[src/rtl/traffic_countdown_display.sv]
// traffic_countdown_display: phase countdown with a two-digit multiplexed 7-seg display, lamp pass-through and a sticky fault.
module traffic_countdown_display #(
    parameter int SCAN_DIV = 50000,
    parameter int DUR_A    = 5,
    parameter int DUR_B    = 121,
    parameter int DUR_C    = 5,
    parameter int DUR_D    = 2,
    parameter int DUR_E    = 30,
    parameter int DUR_F    = 5
) (
    input  logic       clk,
    input  logic       rst_n,
    input  logic       tick,
    input  logic [2:0] phase,
    input  logic [5:0] lamps,
    output logic [5:0] lamp_out,
    output logic [7:0] remaining,
    output logic [6:0] seg,
    output logic [1:0] dig_en,
    output logic       fault
);
    localparam int CW = SCAN_DIV > 1 ? $clog2(SCAN_DIV) : 1;
    localparam logic [5:0] ALL_RED = 6'b100100;
    localparam logic [6:0] BLANK = 7'h7F;
    localparam logic [6:0] DASH = 7'b0111111;

    typedef enum logic [1:0] {S_OFF, S_ONES, S_TENS} scan_state_t;

    scan_state_t state_q, state_d;
    logic [2:0] phase_q;
    logic [7:0] remaining_q, remaining_d;
    logic fault_q, fault_d;
    logic [5:0] lamp_out_q, lamp_out_d;
    logic [6:0] seg_q, seg_d;
    logic [1:0] dig_en_q, dig_en_d;
    logic [CW-1:0] scan_q, scan_d;
    logic phase_bad, phase_chg, lamp_bad, scan_wrap;
    logic [6:0] disp;
    logic [3:0] tens, ones;

    function automatic logic [7:0] dur(input logic [2:0] p);
        case (p)
            3'd0: return 8'(DUR_A);
            3'd1: return 8'(DUR_B);
            3'd2: return 8'(DUR_C);
            3'd3: return 8'(DUR_D);
            3'd4: return 8'(DUR_E);
            3'd5: return 8'(DUR_F);
            default: return 8'd0;
        endcase
    endfunction

    // Active-low {g,f,e,d,c,b,a} glyphs for decimal digits.
    function automatic logic [6:0] glyph(input logic [3:0] d);
        case (d)
            4'd0: return ~7'h3F;
            4'd1: return ~7'h06;
            4'd2: return ~7'h5B;
            4'd3: return ~7'h4F;
            4'd4: return ~7'h66;
            4'd5: return ~7'h6D;
            4'd6: return ~7'h7D;
            4'd7: return ~7'h07;
            4'd8: return ~7'h7F;
            4'd9: return ~7'h6F;
            default: return BLANK;
        endcase
    endfunction

    function automatic logic one_hot(input logic [2:0] v);
        return v == 3'b001 || v == 3'b010 || v == 3'b100;
    endfunction

    // Next-state for countdown, fault, lamps, scan position and the digit pattern of the slot being entered.
    always_comb begin
        phase_bad = phase > 3'd5;
        phase_chg = phase != phase_q;
        lamp_bad = !one_hot(lamps[5:3]) || !one_hot(lamps[2:0]);
        fault_d = fault_q || phase_bad || lamp_bad;
        remaining_d = phase_bad ? 8'd0
                    : phase_chg ? dur(phase)
                    : tick ? (remaining_q == 8'd0 ? 8'd0 : remaining_q - 8'd1)
                    : remaining_q;
        lamp_out_d = fault_d ? ALL_RED : lamps;
        scan_wrap = scan_q == CW'(SCAN_DIV - 1);
        scan_d = (state_q == S_OFF || scan_wrap) ? '0 : scan_q + 1'b1;
        state_d = state_q == S_OFF ? S_ONES
                : scan_wrap ? (state_q == S_ONES ? S_TENS : S_ONES)
                : state_q;
        disp = remaining_d > 8'd99 ? 7'd99 : remaining_d[6:0];
        tens = 4'(disp / 7'd10);
        ones = 4'(disp - 7'(tens) * 7'd10);
        seg_d = fault_d ? DASH
              : state_d == S_TENS ? (tens == 4'd0 ? BLANK : glyph(tens))
              : glyph(ones);
        dig_en_d = state_d == S_TENS ? 2'b01 : 2'b10;
    end

    // All state and registered outputs; reset forces the safe all-red, blank display condition.
    always_ff @(posedge clk or negedge rst_n) begin
        if (!rst_n) begin
            state_q <= S_OFF;
            phase_q <= 3'b111;
            remaining_q <= 8'd0;
            fault_q <= 1'b0;
            lamp_out_q <= ALL_RED;
            seg_q <= BLANK;
            dig_en_q <= 2'b11;
            scan_q <= '0;
        end else begin
            state_q <= state_d;
            phase_q <= phase;
            remaining_q <= remaining_d;
            fault_q <= fault_d;
            lamp_out_q <= lamp_out_d;
            seg_q <= seg_d;
            dig_en_q <= dig_en_d;
            scan_q <= scan_d;
        end
    end

    assign lamp_out = lamp_out_q;
    assign remaining = remaining_q;
    assign seg = seg_q;
    assign dig_en = dig_en_q;
    assign fault = fault_q;
endmodule

[config.mk]
export PLATFORM = sky130hd
export DESIGN_NAME = traffic_countdown_display
export DESIGN_NICKNAME = d
export VERILOG_FILES = /design/src/rtl/traffic_countdown_display.sv
export SDC_FILE = /design/constraint.sdc
export NUM_CORES = 1
export LEC_CHECK = 0
export BUFFER_PORTS_ARGS = -buffer_cell sky130_fd_sc_hd__buf_2
export CORE_MARGIN = 10
export CORE_UTILIZATION = 45
export DETAILED_ROUTE_END_ITERATION = 12
export PLACE_DENSITY_LB_ADDON = 0.2
export SYNTH_ARGS = -nofsm -noshare
export SYNTH_HDL_FRONTEND = slang
export SYNTH_SLANG_ARGS = --single-unit
[constraint.sdc]
create_clock -name clk -period 8.5 [get_ports clk]
set_input_delay 2.125 -clock clk [delete_from_list [all_inputs] [get_ports clk]]
set_output_delay 2.125 -clock clk [all_outputs]
set_load 0.01 [all_outputs]
==> out/summary.txt <==
status: complete, no violations
total track usage: 14.2%
Least-Margin Pin Slew: 1120 ps
antenna violations before repair: 0
Clk Tree Root Cell: clkbuf_8
Slew Viols, Final: 0
Via Count: 2938
Leak Pwr: 1.72 nW
final setup TNS: 0 ps
syn avg cell area: 8.83 sq um
critical path depth: 28
Reg2Reg Depth: 30
Clock Skew: 11.0 ps
sequential-to-total area share from yosys stat: 34.3%
GP Congestion: 0.900
CP endpoint kind: flop
Netlist cell types: 71
H-tree depth: 2
Worst-path clk slew: 80 ps
VDD IR max: 0.111 mV
Worst path top cell family by delay: simple AND/OR/NAND/NOR gates
Die H: 106 um
hold path startpoint: scan_q[0]$_DFF_PN0_
Die Span X: 106 um
Hold Fails Final Rpt: 0
grt total ovfl: 0
Antenna Diode Count: 0
most common cell after layout, fill and taps aside: nor2_1
Final nets: 452
DRC: 0
warnings from Yosys: 0
Worst EP required: 8710 ps
RSZ-0062 raised after global routing: false
DR iter-0 viols: 134
critical path's largest stage delay: 510 ps
Final Setup Violations: 0
critical path arrival: 8390 ps
Buf/Inv on CP: 2
CTS Sinks: 45
Setup Crit Path Kind: in -> reg
post-route ant nets: 0
Fillers: 703
Syn Inst Count: 377
Critical Path Source: tick
WL per Instance: 15.3 um
first drt pass iteration count: 4
Hold Path Stages: 1
post-synth top area cell: dfrtp_1
Yosys top cell area share: 23.3%
largest net degree at the start of global routing: 46
post-DP HPWL: 5910 um
Clk Latency, worst-skew pair: 300 ps
most frequent cells in the layout: 44 x nor2_1, 35 x buf_2, 31 x dfrtp_1, 27 x nand2_1, 24 x inv_1
ys async rst share: 100%
IO Pins: 36
mapped cell area: 3330 sq um
worst-path maximum fanout: 6
worst r2r src: remaining[0]$_DFF_PN0_
via count of the first global-routing pass: 2790
Initial Util: 46.1%
global-route wire length before repair: 13700 um
Layout area overhead: 15.4%
Synth area leaders: dfrtp_1 23%, dfstp_2 11%, ha_1 6.8%
Tcrit/Tclk final: 96.1%
P per Cell Area: 185 nW/um^2
drt total wl: 7970 um
fin crit period: 8170 ps
Num CTS Buffers: 5
Post-synth EDFFs: 0
achievable frequency: 122 MHz
startpoint types: primary input
TritonCTS clock tree: yes
Core ar.: 7210 sq um
Synth Flop Type: dfrtp_1
Synth Net Count: 408
DIE AREA: 11200 sq um
Buffers on Ports: 35
share of layout cells above drive strength 1: 23.2%
Slew headroom: 25.0%
number of vias per cell: 5.64
clock buffer depth: 2
# Max-Cap Violations: 0
Hold Path Class: reg -> reg
Final Util: 53.3%
Std-Cell Rows: 31
slowest stage cell, crit path: or4_4
flops & latches, synth: 45
## state kept, by name (all words and copies together) (netlist names)
signal     flops
remaining      8
phase_q        3
dig_en         2
fault          1
seg            7
state_q        2
scan_q        16
lamp_out       6
## report_power, final
| group | internal (mW) | total (mW) | switching, mW |
|---|---|---|---|
| registers | 0.219 | 0.229 | 0.00967 |
| logic | 0.130 | 0.321 | 0.191 |
| clock network | 0.0883 | 0.161 | 0.0728 |
| total | 0.438 | 0.711 | 0.274 |
## worst paths after layout
| path | end | slack (ps) |
|---|---|---|
| setup / recovery | seg[4]$_DFF_PN1_ | 330 |
| hold / removal | scan_q[0]$_DFF_PN0_ | 460 |
| setup reg to reg | seg[4]$_DFF_PN1_ | 1530 |
| hold reg to reg | scan_q[0]$_DFF_PN0_ | 460 |
| max in group asynchronous | remaining[7]$_DFF_PN0_ | 5900 |
| min in group asynchronous | scan_q[9]$_DFF_PN0_ | 1990 |
## logic make-up (layout without fill, tap and decap cells)
group,Yosys count,after routing,share of synthesized area (%)
flops,45,45,34.3
xor+xnor,22,22,6.76
compound gates,91,91,19.1
buf+inv,39,84,5.11
mux,1,1,0.301
simple gates,160,160,27.0
fa+ha+maj,19,19,7.37
## synth_stat cells, drive strengths merged, types with 3 or more instances
cell	n
clkbuf	11
dfrtp	31
nor4b	4
and2	11
nand4	5
and3	6
o311ai	5
and3b	3
o31ai	3
nand2	28
a31oi	6
nor2	44
dfstp	14
or3	4
a211oi	7
a21oi	18
or4	3
a21o	5
nor3	6
a221oi	3
nand3	13
xnor2	10
nand2b	8
nand4b	3
o21ai	19
inv	24
nor2b	6
nor4bb	5
or2	4
o211ai	4
ha	18
buf	4
xor2	11
## per-stage QoR
| stage | hold WS [ps] | total power, mW | cell area [sq um] | setup slack (ps) | cells |
|---|---|---|---|---|---|
| floorplan | 425 | 0.468 | 3360 | 15.2 | 377 |
| global placement | 444 | 0.544 | 3700 | 233 | 512 |
| detailed placement | 457 | 0.544 | 3700 | 46.5 | 512 |
| CTS | 469 | 0.709 | 3810 | 352 | 520 |
| global route | 487 | 0.765 | 3840 | 21.5 | 521 |
| finish | 463 | 0.711 | 3840 | 328 | 521 |
## cell type report
class	count	area, sq um	area share [%]
Clock buffer	6	72.6	1.89
Clock inverter	2	38.8	1.01
Inverter	24	90.1	2.34
Multi-Input combinational cell	293	2070	53.9
Sequential cell	45	1140	29.8
Tap cell	99	124	3.22
Timing Repair Buffer	52	303	7.88
## per-layer routing
metal / global-route usage, % / vias to the layer above / share of wire, %
li1: - / 1435 / -
met4: 4.55 / 0 / 1.6
met1: 18.8 / 1433 / 47
met3: 2.11 / 9 / 3.5
met2: 23.4 / 61 / 48
met5: 0 / - / 0
## timing repair
item	CTS	global route
setup endpoints to repair	0	5
hold endpoints to repair	0	0
buffers inserted	0	1
resized for setup	0	4
hold buffers	0	0
## worst reg2reg max path, delay by kind of cell, from the launching register on
kind            cells  cell delay [ps]
simple gates       13             2490
xor+xnor            2              350
fa+ha+maj           6             1530
buf+inv             3              370
flops               1              470
compound gates      6             1680
(Power assumes the default switching activity.)
